## config.mk

```make
export PLATFORM = sky130hd
export DESIGN_NAME = and_gate
export DESIGN_NICKNAME = d
export VERILOG_FILES = /design/src/rtl/and_gate.sv
export SDC_FILE = /design/constraint.sdc
export NUM_CORES = 1
export LEC_CHECK = 0
export ABC_CLOCK_PERIOD_IN_PS = 950
export BUFFER_PORTS_ARGS = -buffer_cell sky130_fd_sc_hd__buf_2
export CAP_MARGIN = 40
export CORE_AREA = 5 5 42 44
export CTS_CLUSTER_SIZE = 28
export DETAILED_ROUTE_END_ITERATION = 16
export DIE_AREA = 0 0 47 49
export GPL_ROUTABILITY_DRIVEN = 0
export HOLD_SLACK_MARGIN = 0.03
export PLACE_DENSITY_LB_ADDON = 0.12
export SLEW_MARGIN = 25
export SYNTH_ARGS = -nofsm -noshare
export SYNTH_HDL_FRONTEND = slang
export SYNTH_SLANG_ARGS = --single-unit
```

## constraint.sdc

```tcl
create_clock -name i_clk -period 0.95 [get_ports i_clk]
set_clock_uncertainty 0.05 [all_clocks]
set_input_delay 0.095 -clock i_clk [delete_from_list [all_inputs] [get_ports i_clk]]
set_output_delay 0.095 -clock i_clk [all_outputs]
set_load 0.05 [all_outputs]
```

## src/rtl/and_gate.sv

```systemverilog
// Registered AND of two asynchronous switches: per-channel synchronizer, optional
// debounce filter (enabled by defining AND_GATE_DEBOUNCE_EN), then output flop.
module and_gate #(
  parameter int unsigned SYNC_STAGES     = 2,
  parameter int unsigned DEBOUNCE_CYCLES = 250000
) (
  input  logic i_clk,
  input  logic i_rst_n,
  input  logic i_switch_1,
  input  logic i_switch_2,
  output logic o_led_1
);

  if (SYNC_STAGES < 1 || SYNC_STAGES > 4) begin : g_bad_sync_stages
    $error("and_gate: SYNC_STAGES must be in 1..4");
  end
  if (DEBOUNCE_CYCLES < 1) begin : g_bad_debounce_cycles
    $error("and_gate: DEBOUNCE_CYCLES must be >= 1");
  end

  logic [1:0]                  sw;
  logic [1:0][SYNC_STAGES-1:0] sync_q;
  logic [1:0]                  sync_lvl;
  logic [1:0]                  filt;
  logic                        led_q, led_d;

  assign sw = {i_switch_2, i_switch_1};

  always_ff @(posedge i_clk) begin
    if (!i_rst_n) begin
      sync_q <= '0;
    end else begin
      for (int unsigned ch = 0; ch < 2; ch++) begin
        sync_q[ch][0] <= sw[ch];
        for (int unsigned k = 1; k < SYNC_STAGES; k++) begin
          sync_q[ch][k] <= sync_q[ch][k-1];
        end
      end
    end
  end

  always_comb begin
    for (int unsigned ch = 0; ch < 2; ch++) begin
      sync_lvl[ch] = sync_q[ch][SYNC_STAGES-1];
    end
  end

`ifdef AND_GATE_DEBOUNCE_EN
  localparam int unsigned          CNT_W    = $clog2(DEBOUNCE_CYCLES + 1);
  localparam logic [CNT_W-1:0]     CNT_LAST = CNT_W'(DEBOUNCE_CYCLES - 1);

  logic [1:0][CNT_W-1:0] cnt_q, cnt_d;
  logic [1:0]            filt_q, filt_d;

  // Any cycle where the synchronized level matches the accepted level restarts the count.
  always_comb begin
    filt_d = filt_q;
    cnt_d  = '0;
    for (int unsigned ch = 0; ch < 2; ch++) begin
      if (sync_lvl[ch] != filt_q[ch]) begin
        if (cnt_q[ch] == CNT_LAST) begin
          filt_d[ch] = sync_lvl[ch];
        end else begin
          cnt_d[ch] = cnt_q[ch] + 1'b1;
        end
      end
    end
  end

  always_ff @(posedge i_clk) begin
    if (!i_rst_n) begin
      cnt_q  <= '0;
      filt_q <= '0;
    end else begin
      cnt_q  <= cnt_d;
      filt_q <= filt_d;
    end
  end

  assign filt = filt_q;
`else
  assign filt = sync_lvl;
`endif

  assign led_d = filt[0] & filt[1];

  always_ff @(posedge i_clk) begin
    if (!i_rst_n) begin
      led_q <= 1'b0;
    end else begin
      led_q <= led_d;
    end
  end

  assign o_led_1 = led_q;

endmodule

```

# Word-level counts from Yosys, hierarchy flattened
# Index checks and enable logic that the tools add are counted.
dict set report classes {
  n_bitwise 1
}
# operator n
set ops {}
lappend ops {{1-bit AND} 1}
dict set report totals {
  register_bits 5
  input_bits 4
  output_inout_bits 1
  word_cells 4
}

# Longest topological paths before layout
# Gate-level depths: netlist of the first run.
dict set report depth {
  ltp_word 1
  ltp_mapped 1
  mapped_depth_nobuf 1
}

# Worst setup path before layout of the first run
# Ideal clock, no wire load.
dict set report synth_path {
  path_kind {register to output}
  start {register led_q, in the netlist o_led_1}
  end {output port o_led_1}
  arrival_time_ns 0.587
  t_required_ns 0.805
  slack_ns 0.218
  stages_incl_launch_ff 1
  path_buffers 0
  path_cell_list {dfxtp_1}
}
# item line_no
set synth_lines {}
lappend synth_lines {{start, declared} 25} ;# logic led_q, led_d;
lappend synth_lines {{start signal, assigned} 91} ;# led_q <= led_d;
lappend synth_lines {{end, declared} 11} ;# output logic o_led_1
# No word-level cell between the ends.

# Worst setup path in the final report of the first run
dict set report layout_path {
  start {register led_q, in the netlist o_led_1}
  end {output port o_led_1}
}
# No word-level cell between the ends.

==> flow_metrics.tcl, run 1 <==
set metrics [dict create \
    wl_um 235 \
    ir_worst_vdd_uv 744 \
    cts.sinks 5 \
    synth_top_family_by_area "simple AND/OR/NAND/NOR gates" \
    ys_seq_area_share_pct 73.4 \
    syn_area_um2 136 \
    fin_crit_ns 0.882 \
    htree_num_levels 1 \
    syn_to_final_growth_pct 66.1 \
    ant_nets 0 \
    cp_data_required_time_ns 0.81 \
    core_area_um2 1400 \
    start_kind "flop" \
    yosysWarnings 0 \
    rows 14 \
    powerDensity_nw_per_um2 2170 \
    die_w_um 47 \
    synthAdderAreaFrac_pct 0 \
    path_class "reg -> out" \
    clk_latency_ns 0.24 \
    whs_ns 0.0688 \
    slew_headroom_pct 90.4 \
    io_pins 5 \
    drt-pass1-iter-count 1 \
    path_buf_inv 1 \
    hold_path_class "in -> reg" \
    grt_pass1_vias 103 \
    nNetsFinal 25 \
    placed_cells 30 \
    yosys.area.top_type "dfxtp_1" \
    drt_iter0_drc 0 \
    synth_area_leaders "dfxtp_1 (73%), and2_2 (22%), and3_1 (4.6%)" \
    antenna_found_initial 0 \
    cap_violations 0 \
    fin_cells 36 \
    synth-simple-area-share_pct 26.6 \
    critPathArrivalTime_ns 0.74 \
    grt_max_degree 6 \
    fin_crit_sh_pct 92.9 \
    cts_tree "done" \
    setup_viol 0 \
    synthMuxAreaShare_pct 0 \
    diodes 0 \
    slowest_stage "dfxtp_1" \
    hold_violations 0 \
    synth_xor_xnor_area_share_pct 0 \
    maxSlewViolCount 0 \
    crit_fanout 1 \
    path_delay_family "flip-flops" \
    overflow 0 \
    end_kind "primary output" \
    route.detailed.drc 0 \
    final_common_cell "dfxtp_1" \
    wl_per_cell_um 6.53 \
    die-area_um2 2300 \
    clkTransAtPathRegs_ns 0.05 \
    initial_core_util_pct 9.73 \
    viasPerCell 2.78 \
    p_leak_nw 0.104 \
    synth-compound-area-share_pct 0 \
    fin_tns_setup_ns 0 \
    root_buffer "clkbuf_4" \
    port_buffers 4 \
    yosysTopAreaCellShare_pct 73.4 \
    crit_path_cell_trace "buf_4" \
    max_freq_ghz 1.13 \
    synth.avg_cell_area_um2 13.6 \
    crit_path_max_incr_delay_ns 0.31 \
    num_vias 100 \
    synth_cells 10 \
    tightest_slew_ns 0.145 \
    final_cell_mix "dfxtp_1 (5), and2_2 (4), clkbuf_4 (3), buf_2 (3), dlygate4sd3_1 (2)" \
    synth_nets 14 \
    fill_cells 163 \
    rsz0062_at_grt "false" \
    grt_use_total_pct 3.03 \
    yosys.cell_types.count 3 \
    grt_pass1_wl_um 407 \
    yosys_register_bits 5 \
    drive_gt1_share_pct 60.0 \
    fin_util_pct 16.2 \
    cts_buffers 3 \
    clockBufferDepth 2 \
    postCtsSetupBuffers 0 \
    status "finished clean" \
    die_h_um 49 \
]
## timing repair
action / CTS / global route
resized for setup: 1 / 0
endpoints found under the setup margin: 1 / 0
hold buffers: 2 / 0
hold endpoints to repair: 2 / 0
## where the power goes
part	switching [W]	leakage [nW]	internal, W
Clock	0.0000978	0.0177	0.000153
Combinational	0.00000616	0.0455	0.0000153
Sequential	0.00000127	0.0412	0.000218
## final cells by class
cell class | count | area (um^2) | area share (%)
well taps | 16 | 20.0 | 8.84
flip-flops and latches | 5 | 100 | 44.2
repair buffers | 6 | 42.5 | 18.8
clock inverters | 1 | 5.00 | 2.21
clock buffers | 3 | 22.5 | 9.94
multi-input cells | 5 | 36.3 | 16.0
## metal layers
| metal | GRT usage (%) | vias to the layer above | wire [um] |
|---|---|---|---|
| met5 | 0 | - | 0 |
| met4 | 1.38 | 0 | 0 |
| met3 | 5.54 | 0 | 54 |
| met2 | 2.94 | 8 | 85 |
| met1 | 2.65 | 41 | 96 |
| li1 | - | 51 | - |
## flip-flops by register name, summed over array words and instances, names as in the netlist
signal	cells
filt	2
sync_q	2
o_led_1	1
## metrics by stage
stage	power, W	area (um^2)	setup WS [ns]
floorplan	0.000231	136	0.218
global placement	0.000239	176	0.275
detailed placement	0.000239	176	0.271
CTS	0.000509	226	0.0524
global route	0.000529	226	0.0255
finish	0.000492	226	0.0675
## logic make-up (layout without fill, tap and decap cells)
kind of cell | after synthesis | in the layout
buffers and inverters | 0 | 10
and+or+nand+nor | 5 | 5
DFF | 5 | 5
## cell usage after synthesis (all sizes together)
master  instances
and2            4
dfxtp           5
and3            1
## worst paths after layout
check | from | end | slack (ns) | depth (start not counted)
setup / recovery | o_led_1 | o_led_1 | 0.07 | 1
hold / removal | i_rst_n | filt[0] | 0.07 | 2
setup reg to reg | sync_q[2] | filt[1] | 0.34 | 1
hold reg to reg | sync_q[0] | filt[0] | 0.39 | 1
No activity file was read; power rests on OpenSTA's default activity.
==> run 2: changes to the inputs <==
--- a/config.mk
+++ b/config.mk
@@ -8,10 +8,10 @@
 export ABC_CLOCK_PERIOD_IN_PS = 950
 export BUFFER_PORTS_ARGS = -buffer_cell sky130_fd_sc_hd__buf_2
 export CAP_MARGIN = 40
-export CORE_AREA = 5 5 42 44
+export CORE_AREA = 2 2 39 41
 export CTS_CLUSTER_SIZE = 28
 export DETAILED_ROUTE_END_ITERATION = 16
-export DIE_AREA = 0 0 47 49
+export DIE_AREA = 0 0 41 43
 export GPL_ROUTABILITY_DRIVEN = 0
 export HOLD_SLACK_MARGIN = 0.03
 export PLACE_DENSITY_LB_ADDON = 0.12
==> flow_metrics.tcl, run 2 (synthesis gave the netlist of run 1 again) <==
set metrics [dict create \
    hold_path_class "in -> reg" \
    pre_cts_slack_ns 0.278 \
    nNetsFinal 25 \
    powerDensity_nw_per_um2 2140 \
    drt-pass1-iter-count 1 \
    crit_fanout 1 \
    start_kind "flop" \
    crit_start "o_led_1" \
    path_buf_inv 1 \
    slowest_stage "dfxtp_1" \
    p_comb_share_pct 4.4 \
    hold_violations 0 \
    ant_nets 0 \
    die_h_um 43 \
    overflow 0 \
    viasPerCell 2.53 \
    slew_headroom_pct 89.6 \
    postCtsSetupBuffers 0 \
    diodes 0 \
    p_int_w 0.000392 \
    path_delay_family "flip-flops" \
    crit_path_max_incr_delay_ns 0.30 \
    p_leak_nw 0.101 \
    swShare_pct 18.4 \
    end_kind "primary output" \
    grt_max_degree 6 \
    max_freq_ghz 1.12 \
    wl_um 194 \
    path_class "reg -> out" \
    fin_tns_setup_ns 0 \
    route.detailed.drc 0 \
    fin_crit_ns 0.893 \
    clockBufferDepth 2 \
    maxSlewViolCount 0 \
    worst-path-stages 1 \
    reg2reg_depth 1 \
    drt_iter0_drc 0 \
    clk_latency_ns 0.24 \
    seqPwrFrac_pct 45.7 \
    clkPwrFrac_pct 49.9 \
    final_common_cell "dfxtp_1" \
    cap_violations 0 \
    fill_cells 150 \
    initial_core_util_pct 9.86 \
    die-area_um2 1760 \
    syn_to_final_growth_pct 65.1 \
    drive_gt1_share_pct 55.0 \
    regToRegSetupSlack_ns 0.34 \
    r2r_end "filt[1]" \
    cts_tree "done" \
    status "finished clean" \
    ir_worst_vdd_uv 623 \
    num_vias 91 \
    cts_buffers 3 \
    critPathArrivalTime_ns 0.75 \
    grt_pass1_vias 81 \
    root_buffer "clkbuf_4" \
    grt_pass1_wl_um 331 \
    rows 14 \
    setup_viol 0 \
    cp_data_required_time_ns 0.81 \
    io_pins 5 \
    core_area_um2 1380 \
    die_w_um 41 \
    grt_use_total_pct 3.51 \
    finalWorstSetupSlack_ns 0.0568 \
    antenna_found_initial 0 \
    htree_num_levels 1 \
    cts.sinks 5 \
    tightest_slew_ns 0.158 \
    rsz0062_at_grt "false" \
    p_switching_w 0.0000886 \
    clkTransAtPathRegs_ns 0.04 \
    fin_crit_sh_pct 94.0 \
    worstReg2RegStart "sync_q[2]" \
    final_cell_mix "dfxtp_1 (5), and2_2 (4), clkbuf_4 (4)" \
    crit_path_cell_trace "clkbuf_4" \
    wl_per_cell_um 5.39 \
    port_buffers 4 \
    cp-endpoint "o_led_1" \
]
[run 2: cell count changes in the layout (fill, tap and decap cells not counted), sizes merged]
| cell | delta |
|---|---|
| clkinv | -1 |
| buf | -1 |
| clkbuf | +2 |
[run 2: worst min path at each step]
stage | cells past startpoint | slack, ns | to | startpoint
after CTS | 2 | 0.08 | sync_q[2] | i_rst_n
final | 2 | 0.08 | filt[0] | i_rst_n
after floorplan | 1 | 0.18 | sync_q[0] | i_switch_1
after detailed placement | 2 | 0.26 | sync_q[0] | i_switch_1
after global placement | 2 | 0.26 | sync_q[0] | i_switch_1
after global routing | 2 | 0.09 | sync_q[0] | i_rst_n
[run 2: final cells by class]
cell class | count | area, um^2 | area share, %
Tap cell | 16 | 20.0 | 8.89
Clock buffer | 4 | 26.3 | 11.7
Multi-Input combinational cell | 5 | 36.3 | 16.1
Timing Repair Buffer | 6 | 42.5 | 18.9
Sequential cell | 5 | 100 | 44.4
[run 2: metal layers]
metal / global-route usage, % / wire, um
met5: 0 / 0
met1: 2.88 / 83
met4: 2.00 / 0
met3: 6.28 / 34
met2: 3.44 / 76
[run 2: timing repair]
action | in CTS | in global routing
setup endpoints to repair | 0 | 1
hold buffers | 2 | 0
endpoints found under the hold margin | 2 | 0
resized for setup | 0 | 1
[run 2: stage by stage]
step	util [%]	cells	total power (W)	area (um^2)	hold WS (ns)
after floorplan	-	10	0.000231	136	0.181
after global placement	12.7	30	0.000239	176	0.260
after detailed placement	12.7	30	0.000239	176	0.260
after CTS	16.1	36	0.000497	223	0.0801
after global routing	16.3	36	0.000518	225	0.0897
final	16.3	36	0.000481	225	0.0773
[run 2: power groups by stage]
stage	Combinational (W)	Clock, W	Sequential [W]
2_1_floorplan	0.00000645	0	0.000224
3_3_place_gp	0.0000154	0	0.000224
3_5_place_dp	0.0000154	0	0.000224
4_1_cts	0.0000218	0.000256	0.000220
5_1_grt	0.0000242	0.000274	0.000220
6_report	0.0000211	0.000240	0.000220
==> run 3: changes to the inputs <==
--- a/config.mk
+++ b/config.mk
@@ -8,10 +8,10 @@
 export ABC_CLOCK_PERIOD_IN_PS = 950
 export BUFFER_PORTS_ARGS = -buffer_cell sky130_fd_sc_hd__buf_2
 export CAP_MARGIN = 40
-export CORE_AREA = 2 2 39 41
+export CORE_AREA = 10 10 47 49
 export CTS_CLUSTER_SIZE = 28
 export DETAILED_ROUTE_END_ITERATION = 16
-export DIE_AREA = 0 0 41 43
+export DIE_AREA = 0 0 57 59
 export GPL_ROUTABILITY_DRIVEN = 0
 export HOLD_SLACK_MARGIN = 0.03
 export PLACE_DENSITY_LB_ADDON = 0.12
==> flow_metrics.tcl, run 3 (synthesis gave the netlist of run 1 again) <==
set metrics [dict create \
    status "finished clean" \
    ant_nets 0 \
    root_buffer "clkbuf_4" \
    hold_path_class "in -> reg" \
    setup_viol 0 \
    grt_pass1_vias 134 \
    die_w_um 57 \
    cts_tree "done" \
    fin_area_um2 226 \
    viasPerCell 2.92 \
    diodes 0 \
    grt_max_degree 6 \
    rsz0062_at_grt "false" \
    die-area_um2 3360 \
    fin_crit_ns 0.879 \
    die_h_um 59 \
    end_kind "primary output" \
    placed_cells 30 \
    powerDensity_nw_per_um2 2170 \
    wl_um 264 \
    grt_pass1_wl_um 462 \
    syn_to_final_growth_pct 66.1 \
    fin_tns_setup_ns 0 \
    ir_worst_vdd_uv 761 \
    fill_cells 170 \
    cp_data_required_time_ns 0.81 \
    path_class "reg -> out" \
    slowest_stage "dfxtp_1" \
    critPathArrivalTime_ns 0.73 \
    cts.sinks 5 \
    tightest_slew_ns 0.147 \
    clockBufferDepth 2 \
    crit_path_cell_trace "buf_4" \
    crit_path_max_incr_delay_ns 0.30 \
    clk_latency_ns 0.24 \
    met2WireLength_um 97 \
    clkTransAtPathRegs_ns 0.05 \
    drive_gt1_share_pct 60.0 \
    cap_violations 0 \
    core_area_um2 1400 \
    fin_cells 36 \
    rows 14 \
    place_area_um2 176 \
    overflow 0 \
    io_pins 5 \
    fin_crit_sh_pct 92.6 \
    route.detailed.drc 0 \
    met1_length_um 99 \
    antenna_found_initial 0 \
    dr_wl_met3_um 67 \
    port_buffers 4 \
    final_cell_mix "dfxtp_1 (5), and2_2 (4), clkbuf_4 (3), buf_2 (3), dlygate4sd3_1 (2)" \
    nNetsFinal 25 \
    power_w 0.000491 \
    grt_use_total_pct 2.15 \
    max_freq_ghz 1.14 \
    maxSlewViolCount 0 \
    initial_core_util_pct 9.73 \
    path_buf_inv 1 \
    p_leak_nw 0.104 \
    crit_fanout 1 \
    slew_headroom_pct 90.3 \
    drt_iter0_drc 2 \
    path_delay_family "flip-flops" \
    htree_num_levels 1 \
    top_layer "met3" \
    wl_per_cell_um 7.33 \
    start_kind "flop" \
    num_vias 105 \
    cts_buffers 3 \
    drt-pass1-iter-count 2 \
    final_common_cell "dfxtp_1" \
    hold_violations 0 \
]
[run 3: metal layers]
metal / up-vias / GRT usage (%)
li1: 50 / -
met1: 47 / 1.06
met2: 8 / 2.79
met3: 0 / 4.94
met4: 0 / 0
met5: - / 0
[run 3: cell type report]
type | instances | area [um^2] | share of cell area (%)
multi-input cells | 5 | 36.3 | 16.0
clock inverters | 1 | 5.00 | 2.21
clock buffers | 3 | 22.5 | 9.94
flip-flops and latches | 5 | 100 | 44.2
repair buffers | 6 | 42.5 | 18.8
well taps | 16 | 20.0 | 8.84
[run 3: power by group]
group | switching [W] | internal (W) | total (W)
clock network | 0.0000971 | 0.000153 | 0.000250
logic | 0.00000619 | 0.0000153 | 0.0000215
registers | 0.00000124 | 0.000218 | 0.000220
[run 3: through the flow]
step / setup slack [ns] / util [%] / hold WS [ns]
2_1_floorplan: 0.218 / - / 0.181
3_3_place_gp: 0.272 / 12.6 / 0.260
3_5_place_dp: 0.272 / 12.6 / 0.265
4_1_cts: 0.0551 / 16.2 / 0.0720
5_1_grt: 0.0334 / 16.2 / 0.0775
6_report: 0.0706 / 16.2 / 0.0762
[run 3: final timing paths]
check / from / endpoint / slack [ns] / depth (start not counted)
setup reg to reg: sync_q[2] / filt[1] / 0.34 / 1
hold reg to reg: sync_q[0] / filt[0] / 0.39 / 1
setup / recovery: o_led_1 / o_led_1 / 0.07 / 1
hold / removal: i_rst_n / sync_q[2] / 0.08 / 2
[run 3: what timing repair did]
item                                   4_1_cts  5_1_grt
setup endpoints to repair                    1        0
buffers inserted                             0        0
endpoints found under the hold margin        2        0
resized for setup                            1        0
hold buffers                                 2        0
